`src/rtl/saph_fpi_if.sv`:
```
// GPU<->FPU request/result link. The FPU port reads `latency` to know when the
// GPU side will sample the result.
interface saph_fpi #(
    parameter int latency = 1
) ();
    logic        d_trig;
    logic        d_ready;
    logic [1:0]  d_mode;
    logic [31:0] d_lhs;
    logic [31:0] d_rhs;
    logic [3:0]  has_modes;
    logic        q_trig;
    logic [31:0] q_res;

    modport GPU (output d_trig, d_mode, d_lhs, d_rhs,
                 input  d_ready, has_modes, q_trig, q_res);
    modport FPU (input  d_trig, d_mode, d_lhs, d_rhs,
                 output d_ready, has_modes, q_trig, q_res);
endinterface

```
`src/rtl/saph_fpu_iter.sv`:
```
// Iterative binary32 mul/div FPU port: shift-add multiplier, restoring divider,
// truncating, flush-to-zero. Result pulses at max(28, latency) cycles after accept.
module saph_fpu_iter (
    input  logic   clk,
    input  logic   rst,
    saph_fpi.FPU   fpi
);
    localparam int L    = fpi.latency;
    localparam int ITER = 25;
    localparam int TGT  = (L > 28) ? L : 28;
    localparam int LW   = $clog2(TGT + 1);

    typedef enum logic [2:0] {IDLE, UNPACK, ITER_S, NORM, DONE} state_t;
    state_t state, state_nx;

    logic          accept, fire, iter_last;
    logic          op_div, sgn;
    logic [31:0]   a_r, b_r;
    logic [7:0]    ea, eb;
    logic [23:0]   ma_c, mb_c, mb_r;
    logic          zero_a, zero_b, inf_a, inf_b, nan_a, nan_b;
    logic [4:0]    iter_cnt;
    logic [LW-1:0] lat_cnt;
    logic [47:0]   acc, mcand;
    logic [23:0]   mplier;
    logic [25:0]   rem;
    logic [24:0]   quo;
    logic [31:0]   res_r, res_nx, q_hold;
    logic signed [9:0] e_res;
    logic [22:0]   frac;

    assign accept    = fpi.d_trig && (state == IDLE) && fpi.d_mode[1];
    assign iter_last = (iter_cnt == 5'(ITER - 1));
    assign ma_c      = (a_r[30:23] == 8'd0) ? 24'd0 : {1'b1, a_r[22:0]};
    assign mb_c      = (b_r[30:23] == 8'd0) ? 24'd0 : {1'b1, b_r[22:0]};

    always_ff @(posedge clk) begin
        if (rst) state <= IDLE;
        else     state <= state_nx;
    end

    always_comb begin
        state_nx = state;
        case (state)
            IDLE:    if (accept) state_nx = UNPACK;
            UNPACK:  state_nx = ITER_S;
            ITER_S:  if (iter_last) state_nx = NORM;
            NORM:    state_nx = DONE;
            DONE:    if (fire) state_nx = IDLE;
            default: state_nx = IDLE;
        endcase
    end

    always_comb begin
        fire          = (state == DONE) && (lat_cnt >= LW'(TGT));
        fpi.d_ready   = (state == IDLE);
        fpi.q_trig    = fire;
        fpi.q_res     = fire ? res_r : q_hold;
        fpi.has_modes = 4'b1100;
    end

    // Normalise + exponent + specials; specials override the arithmetic path.
    always_comb begin
        if (op_div) begin
            e_res = 10'({2'b0, ea}) - 10'({2'b0, eb}) + 10'd127 - {9'd0, ~quo[24]};
            frac  = quo[24] ? quo[23:1] : quo[22:0];
        end else begin
            e_res = 10'({2'b0, ea}) + 10'({2'b0, eb}) - 10'd127 + {9'd0, acc[47]};
            frac  = acc[47] ? acc[46:24] : acc[45:23];
        end
        if (e_res >= 10'sd255)   res_nx = {sgn, 8'hFF, 23'd0};
        else if (e_res <= 10'sd0) res_nx = {sgn, 31'd0};
        else                     res_nx = {sgn, e_res[7:0], frac};
        if (op_div) begin
            if (nan_a || nan_b || (zero_a && zero_b) || (inf_a && inf_b)) res_nx = 32'h7FC00000;
            else if (zero_b)         res_nx = {sgn, 8'hFF, 23'd0};
            else if (inf_b || zero_a) res_nx = {sgn, 31'd0};
            else if (inf_a)          res_nx = {sgn, 8'hFF, 23'd0};
        end else begin
            if (nan_a || nan_b || (inf_a && zero_b) || (zero_a && inf_b)) res_nx = 32'h7FC00000;
            else if (inf_a || inf_b)   res_nx = {sgn, 8'hFF, 23'd0};
            else if (zero_a || zero_b) res_nx = {sgn, 31'd0};
        end
    end

    always_ff @(posedge clk) begin
        if (rst) begin
            op_div <= 1'b0; sgn <= 1'b0; a_r <= '0; b_r <= '0;
            ea <= '0; eb <= '0; mb_r <= '0;
            zero_a <= 1'b0; zero_b <= 1'b0; inf_a <= 1'b0; inf_b <= 1'b0;
            nan_a <= 1'b0; nan_b <= 1'b0;
            iter_cnt <= '0; lat_cnt <= '0;
            acc <= '0; mcand <= '0; mplier <= '0; rem <= '0; quo <= '0;
            res_r <= '0; q_hold <= '0;
        end else begin
            if (state == IDLE) begin
                lat_cnt <= accept ? LW'(1) : '0;
                if (accept) begin
                    op_div <= fpi.d_mode[0];
                    a_r    <= fpi.d_lhs;
                    b_r    <= fpi.d_rhs;
                end
            end else begin
                lat_cnt <= lat_cnt + LW'(1);
            end
            case (state)
                UNPACK: begin
                    sgn    <= a_r[31] ^ b_r[31];
                    ea     <= a_r[30:23];
                    eb     <= b_r[30:23];
                    zero_a <= (a_r[30:23] == 8'd0);
                    zero_b <= (b_r[30:23] == 8'd0);
                    inf_a  <= (a_r[30:23] == 8'hFF) && (a_r[22:0] == 23'd0);
                    inf_b  <= (b_r[30:23] == 8'hFF) && (b_r[22:0] == 23'd0);
                    nan_a  <= (a_r[30:23] == 8'hFF) && (a_r[22:0] != 23'd0);
                    nan_b  <= (b_r[30:23] == 8'hFF) && (b_r[22:0] != 23'd0);
                    mb_r   <= mb_c;
                    acc    <= '0;
                    mcand  <= {24'd0, ma_c};
                    mplier <= mb_c;
                    rem    <= {2'b0, ma_c};
                    quo    <= '0;
                    iter_cnt <= '0;
                end
                ITER_S: begin
                    iter_cnt <= iter_last ? 5'd0 : iter_cnt + 5'd1;
                    if (op_div) begin
                        if (rem >= {2'b0, mb_r}) begin
                            quo <= {quo[23:0], 1'b1};
                            rem <= (rem - {2'b0, mb_r}) << 1;
                        end else begin
                            quo <= {quo[23:0], 1'b0};
                            rem <= rem << 1;
                        end
                    end else if (!iter_last) begin
                        // one multiplier bit per cycle; the final slot is idle
                        if (mplier[0]) acc <= acc + mcand;
                        mcand  <= mcand << 1;
                        mplier <= mplier >> 1;
                    end
                end
                NORM: res_r <= res_nx;
                DONE: if (fire) q_hold <= res_r;
                default: ;
            endcase
        end
    end
endmodule

```
`src/flat_wrapper.sv`:
```
// flat-port wrapper written by rule: the top's interface ports become plain ports
module saph_fpu_iter_flat 
  (clk, rst, fpi_d_trig, fpi_d_mode, fpi_d_lhs, fpi_d_rhs, fpi_d_ready, fpi_has_modes, fpi_q_trig, fpi_q_res);
  saph_fpi #(.latency(4)) fpi_i ();
  input  logic clk;
  input  logic rst;
  input wire logic [$bits(fpi_i.d_trig)-1:0] fpi_d_trig;
  input wire logic [$bits(fpi_i.d_mode)-1:0] fpi_d_mode;
  input wire logic [$bits(fpi_i.d_lhs)-1:0] fpi_d_lhs;
  input wire logic [$bits(fpi_i.d_rhs)-1:0] fpi_d_rhs;
  output wire logic [$bits(fpi_i.d_ready)-1:0] fpi_d_ready;
  output wire logic [$bits(fpi_i.has_modes)-1:0] fpi_has_modes;
  output wire logic [$bits(fpi_i.q_trig)-1:0] fpi_q_trig;
  output wire logic [$bits(fpi_i.q_res)-1:0] fpi_q_res;
  assign fpi_i.d_trig = fpi_d_trig;
  assign fpi_i.d_mode = fpi_d_mode;
  assign fpi_i.d_lhs = fpi_d_lhs;
  assign fpi_i.d_rhs = fpi_d_rhs;
  assign fpi_d_ready = fpi_i.d_ready;
  assign fpi_has_modes = fpi_i.has_modes;
  assign fpi_q_trig = fpi_i.q_trig;
  assign fpi_q_res = fpi_i.q_res;
  saph_fpu_iter u_core (.clk(clk), .rst(rst), .fpi(fpi_i));
endmodule
```
`config.mk`:
```
export PLATFORM = sky130hd
export DESIGN_NAME = saph_fpu_iter_flat
export DESIGN_NICKNAME = d
export VERILOG_FILES = /design/src/rtl/saph_fpi_if.sv /design/src/rtl/saph_fpu_iter.sv /design/src/flat_wrapper.sv
export SDC_FILE = /design/constraint.sdc
export NUM_CORES = 1
export LEC_CHECK = 0
export ABC_CLOCK_PERIOD_IN_PS = 4000
export BUFFER_PORTS_ARGS = -buffer_cell sky130_fd_sc_hd__buf_2
export CELL_PAD_IN_SITES_DETAIL_PLACEMENT = 1
export CELL_PAD_IN_SITES_GLOBAL_PLACEMENT = 1
export CORE_MARGIN = 8
export CORE_UTILIZATION = 46
export DETAILED_ROUTE_END_ITERATION = 8
export PLACE_DENSITY_LB_ADDON = 0.12
export SETUP_SLACK_MARGIN = 0.4
export SYNTH_ARGS = -nofsm -noshare
export SYNTH_HDL_FRONTEND = slang
export SYNTH_SLANG_ARGS = --single-unit
```
`constraint.sdc`:
```
create_clock -name clk -period 4 [get_ports clk]
set_input_delay 0.8 -clock clk [delete_from_list [all_inputs] [get_ports clk]]
set_output_delay 0.8 -clock clk [all_outputs]
set_load 0.02 [all_outputs]
```
## After elaboration in Yosys (flattened, before gate mapping)

Cells that the tools add are included.

- Output and inout port bits: 38
- Register bits after elaboration: 360

- Reductions and logical operators: 32
- Order comparisons: 4
- Equality and inequality tests: 14
- Bitwise gates (word level): 2
- Add/subtract/negate cells: 10
- Multiplexer cells: 41

Operator list:

| cell | count |
|---|---|
| two-way mux 48 bit | 5 |
| two-way mux 31 bit | 7 |
| one-hot mux 48 bit (2 select lines) | 2 |
| two-way mux 32 bit | 4 |
| two-way mux 24 bit | 4 |
| two-way mux 23 bit | 3 |
| two-way mux 26 bit | 2 |
| one-hot mux 26 bit (2 select lines) | 1 |
| one-hot mux 25 bit (2 select lines) | 1 |
| adder 48 bit | 1 |
| one-hot mux 24 bit (2 select lines) | 1 |
| zero test 23 bit | 2 |
| nonzero test 23 bit | 2 |
| >= comparator 26 x 24 -> 1 bit | 1 |
| two-way mux 25 bit | 1 |
| subtractor 25 x 24 -> 25 bit | 1 |
| equality test 8 bit, second input constant | 2 |
| zero test 8 bit | 2 |
| one-hot mux 3 bit (5 select lines) | 1 |
| logical AND 1 bit | 11 |
| adder 10 x 1 -> 10 bit | 1 |
| adder 10 x 7 -> 10 bit, second input constant | 1 |
| adder 5 x 1 -> 5 bit, second input constant | 2 |
| >= comparator 10 x 9 -> 1 bit, second input constant | 1 |
| other kinds (25) | 44 |

## Depth between registers and ports, before layout

- Depth after elaboration: 12
- Depth in mapped cells: 18
- Gate-level depth less buffers: 17

## Worst setup path after synthesis

OpenSTA, ideal clock, no wires.

- Kind: reg-to-reg
- From: reg u_core.eb[0]
- To: reg u_core.res_r[10]
- Required time: 3941 ps
- Cell stages (with the launch flop): 18
- Buffers on the path: 1
- Path slack: 295 ps
- Data arrival time: 3647 ps
- Clock period less this slack: 3705 ps
- Library setup time: 59 ps
- Cell sequence: dfxtp_1 > ha_1 > inv_1 > fa_1 > a211oi_2 > o21bai_1 > a21oi_1 > xnor2_1 > inv_1 > ha_1 > o21ai_0 > o221ai_1 > a2111oi_0 > a31o_2 > a311o_2 > nor4_4 > buf_6 > a22o_1

- Word-level cells in the longest chain between the ends: 12

RTL lines:

| what | RTL line | source |
|---|---|---|
| start, declared | saph_fpu_iter.sv:19 | `logic [7:0] ea, eb;` |
| start signal, assigned | saph_fpu_iter.sv:110 | `eb <= b_r[30:23];` |
| adder 8 x 8 -> 9 bit or subtractor 8 x 8 -> 9 bit (tied branches) | saph_fpu_iter.sv:68, saph_fpu_iter.sv:65 |  |
| subtractor 10 x 7 -> 10 bit or adder 10 x 7 -> 10 bit (tied branches) | saph_fpu_iter.sv:68, saph_fpu_iter.sv:65 |  |
| adder 10 x 1 -> 10 bit or subtractor 10 x 1 -> 10 bit (tied branches) | saph_fpu_iter.sv:68, saph_fpu_iter.sv:65 |  |
| two-way mux 10 bit (*) | saph_fpu_iter.sv:64 | `if (op_div) begin` |
| less-or-equal comparator 10 x 1 -> 1 bit | saph_fpu_iter.sv:72 | `else if (e_res <= 10'sd0) res_nx = {sgn, 31'd0};` |
| two-way mux 31 bit | saph_fpu_iter.sv:72 |  |
| two-way mux 31 bit (*) | saph_fpu_iter.sv:71 | `if (e_res >= 10'sd255) res_nx = {sgn, 8'hFF, 23'd0};` |
| two-way mux 31 bit | saph_fpu_iter.sv:78 | `else if (inf_a) res_nx = {sgn, 8'hFF, 23'd0};` |
| two-way mux 31 bit | saph_fpu_iter.sv:77 | `else if (inf_b \|\| zero_a) res_nx = {sgn, 31'd0};` |
| two-way mux 31 bit | saph_fpu_iter.sv:76 | `else if (zero_b) res_nx = {sgn, 8'hFF, 23'd0};` |
| two-way mux 32 bit | saph_fpu_iter.sv:75 | `if (nan_a \|\| nan_b \|\| (zero_a && zero_b) \|\| (inf_a && inf_b)) res_nx = 32'h7FC00000;` |
| two-way mux 32 bit (*) | saph_fpu_iter.sv:74 | `if (op_div) begin` |
| end signal, assigned | saph_fpu_iter.sv:142 | `NORM: res_r <= res_nx;` |
| end, declared | saph_fpu_iter.sv:28 | `logic [31:0] res_r, res_nx, q_hold;` |

Mark *: on every way between the ends. The rest lies on a longest branch, timed or not.
A chain may end at the register's enable or synchronous reset.

## Worst setup path in the final report

- From: reg u_core.ea[0]
- To: reg u_core.res_r[1]

- Word-level cells in the longest chain between the ends: 12

RTL lines:

| what | RTL line | source |
|---|---|---|
| start, declared | saph_fpu_iter.sv:19 |  |
| start signal, assigned | saph_fpu_iter.sv:109 | `ea <= a_r[30:23];` |
| adder 8 x 8 -> 9 bit or subtractor 8 x 8 -> 9 bit (tied branches) | saph_fpu_iter.sv:68, saph_fpu_iter.sv:65 |  |
| subtractor 10 x 7 -> 10 bit or adder 10 x 7 -> 10 bit (tied branches) | saph_fpu_iter.sv:68, saph_fpu_iter.sv:65 |  |
| adder 10 x 1 -> 10 bit or subtractor 10 x 1 -> 10 bit (tied branches) | saph_fpu_iter.sv:68, saph_fpu_iter.sv:65 |  |
| two-way mux 10 bit (*) | saph_fpu_iter.sv:64 |  |
| less-or-equal comparator 10 x 1 -> 1 bit | saph_fpu_iter.sv:72 |  |
| two-way mux 31 bit | saph_fpu_iter.sv:72 |  |
| two-way mux 31 bit (*) | saph_fpu_iter.sv:71 |  |
| two-way mux 31 bit | saph_fpu_iter.sv:78 |  |
| two-way mux 31 bit | saph_fpu_iter.sv:77 |  |
| two-way mux 31 bit | saph_fpu_iter.sv:76 |  |
| two-way mux 32 bit | saph_fpu_iter.sv:75 |  |
| two-way mux 32 bit (*) | saph_fpu_iter.sv:74 |  |

Marks and branches as above.

==> run_results.csv <==
group,metric,value,unit
synthesis,ys_async_sr_fraction,0,
synthesis,synth_top_cell_area_share,0.365,
floorplanning,io_pins,107,
global_route,grt_overflow,0,
cts,tritoncts,"yes",
global_route,grt.total_usage,0.229,
sta,holdWs,452,ps
cells_and_area,fillers,5197,
drt,wl,59.1,mm
global_route,grt_max_degree,116,
worst_setup_path,required,4500,ps
worst_setup_path,crit_path_start_kind,"register",
global_route,antenna_found_initial,0,
cells_and_area,nets,2715,
sta,min_period_over_period,0.974,
floorplanning,chipWidth,223,um
floorplanning,die_y,223,um
synthesis,syn-cell-area,0.0197,mm^2
place,gp_congestion,0.905,
drt,drc,0,
drt,dr_total_vias,18300,
power,power_density,476,mW/mm^2
sta,slew_viol_final,0,
worst_setup_path,timing.rr.start,"u_core.ea[0]",
hold_path,hold_path.class,"reg2reg",
cells_and_area,n_antenna_cell,0,
power,finalPower,10.8,mW
place,post-dp-hpwl,40.2,mm
drt,drt_pass1_iterations,5,
synthesis,ys_top_cells_by_count,"431 x nand2_1, 360 x dfxtp_1, 268 x a21oi_1, 177 x nor2_1, 145 x clkbuf_1",
cts,cts_buffers,42,
worst_setup_path,reg2reg_slack,100,ps
synthesis,synth_enable_flop_cells,0,
cells_and_area,area.growth.synth_to_final,14.6,%
sta,max_freq,0.257,GHz
floorplanning,start_util,0.462,
synthesis,synth-seq-cells,360,
cts,clk_pin_slew,60,ps
synthesis,ys_seq_area_frac,0.365,
synthesis,yosysWarnings,0,
drt,viasPerCell,5.89,
cts,cts.hold.buffers_added,0,
worst_setup_path,reg2reg_to,"u_core.res_r[1]",
power,leakage,8.96,nW
drt,final_antenna_net_count,0,
hold_path,worstHoldStart,"u_core.nan_b",
power,ir_drop,0.000350,V
worst_setup_path,critPathArrivalTime,4390,ps
cts,worstSkewPairLatency,560,ps
synthesis,postSynthCellCount,2500,
worst_setup_path,critPathCaptureType,"register",
floorplanning,fp.dieArea,0.0498,mm^2
place,place_inst,3020,
hold_path,min_to,"u_core.nan_b",
drt,drtIter0Drc,944,
sta,setup_viol,0,
floorplanning,core_area,0.0427,mm^2
sta,tns,0,ps
cells_and_area,stdcell_count,3115,
cells_and_area,layout-drive-gt1-share,0.133,
cts,cts_max_path_buffers,3,
synthesis,ys_types,81,
worst_setup_path,path_max_fanout,6,
synthesis,synth_area_leader_cell,"dfxtp_1",
hold_path,hold_depth,2,
global_route,grt_pass1_vias,18900,
sta,tightest_slew,1140,ps
global_route,grt_pass1_wl,96.6,mm
cts,h-tree-depth,2,
sta,hold_viol,0,
sta,rsz0062_at_grt,"yes",
synthesis,synth_most_common_cell,"nand2_1",
flow_run,timing.max_cap.violations,0,
sta,slew_headroom,0.238,
sta,fin_skew,24.2,ps
cts,cts_root_buf,"clkbuf_16",
place,io_buffers,102,
synthesis,synth_area_leaders,"dfxtp_1 37%, nand2_1 8.2%, a21oi_1 6.8%, ha_1 6.3%, nor2_1 3.4%",
cts,cts.sinks,360,
sta,finalCriticalPeriod,3900,ps
synthesis,ys.flop_type,"dfxtp_1",
worst_setup_path,reg2reg_depth,20,
synthesis,synth.avg_cell_area,7.89,um^2
run_status,status,"finished, final reports clean",
worst_setup_path,crit_type,"reg2reg",
floorplanning,num_rows,76,
drt,wl_per_cell,19.0,um
[cells in the final DEF (no fill, tap or decap), types with 10 or more instances in the layout]
cell,n
a221oi_1,33
a22o_1,44
mux2i_1,30
a311oi_1,31
clkbuf_16,43
o21bai_1,13
a211oi_1,37
o21ai_0,51
xor2_1,28
nand2b_1,12
nand3_1,122
inv_1,71
a21o_1,48
dfxtp_1,356
buf_4,60
nand4_1,19
mux2_2,15
nand2_1,429
nor3_1,68
a31oi_1,13
buf_2,101
and3_1,10
a21oi_1,264
nor2b_1,64
a22oi_1,30
or3_1,12
xnor2_1,53
nor4_1,17
ha_1,92
nor2_1,174
[logic make-up after synthesis]
kind of cell               after synthesis  share of synthesized area
and+or+nand+nor                        978                      0.225
AOI/OAI and AO/OA                      674                      0.229
DFF                                    360                      0.365
buffers and inverters                  250                     0.0502
adders and majority gates              104                     0.0679
xor gates and xnor gates                86                     0.0386
muxes                                   46                     0.0243
other                                    2                   0.000381
[worst max-delay path by stage]
| stage | slack [ps] | start | to |
|---|---|---|---|
| 2_1_floorplan | 410 | u_core.eb[0] | u_core.res_r[10] |
| 3_3_place_gp | 130 | u_core.ea[0] | u_core.res_r[8] |
| 3_5_place_dp | 40 | u_core.ea[0] | u_core.res_r[22] |
| 4_1_cts | 210 | u_core.ea[0] | u_core.res_r[30] |
| 5_1_grt | -50 | u_core.ea[0] | u_core.res_r[1] |
| 6_report | 100 | u_core.ea[0] | u_core.res_r[1] |
[per-stage QoR]
stage | worst slack (ps) | area (um^2) | util
after floorplan | 407 | 19700 | -
after global placement | 133 | 20600 | 0.483
after detailed placement | 36.8 | 20600 | 0.483
after CTS | 208 | 22400 | 0.525
after global routing | -46.0 | 22600 | 0.530
final | 104 | 22600 | 0.530
[state kept, by name, summed over array words and instances, names as in the netlist, 24 cells and up]
register / flops
u_core.acc: 48
u_core.mcand: 48
u_core.a_r: 32
u_core.b_r: 32
u_core.q_hold: 32
u_core.res_r: 32
u_core.rem: 26
u_core.quo: 25
u_core.mb_r: 24
u_core.mplier: 24
[what timing repair did]
action,4_1_cts,5_1_grt
pin swaps,10,11
cloned,2,0
setup buffers,11,11
setup endpoints to repair,56,70
gates resized for setup,45,24
[layer usage]
| metal | GRT usage | up-vias | part of all wire |
|---|---|---|---|
| met1 | 0.287 | 9009 | 0.46 |
| li1 | - | 8972 | - |
| met5 | 0 | - | 0 |
| met2 | 0.403 | 267 | 0.49 |
| met3 | 0.0305 | 89 | 0.033 |
| met4 | 0.0712 | 0 | 0.024 |
[worst max-delay path: stages, from the launching register on]
cell and delay, ps:
dfxtp_2 340, inv_2 50, ha_4 150, inv_2 50, fa_2 450, inv_2 100
ha_4 150, inv_2 40, fa_2 360, inv_1 70, a21o_1 200, a211oi_2 130
o221ai_4 280, a2111oi_2 110, a31o_2 260, a311o_2 360, nor4_4 180, buf_4 200
buf_6 110, buf_12 110, a22o_1 140
[final cells by class]
class	count	area, um^2	area share
timing repair buffer	169	1110	0.0490
clock inverter	16	265	0.0117
tap	546	683	0.0302
multi-input combinational	1892	11800	0.524
sequential	360	7210	0.319
inverter	77	293	0.0129
clock buffer	55	1210	0.0535
[power by group]
group | total (mW) | switching, mW | internal, mW
combinational | 2.68 | 1.65 | 1.04
clock | 4.12 | 1.55 | 2.57
sequential | 3.96 | 0.186 | 3.78
Power figures use the tool's default switching activity.
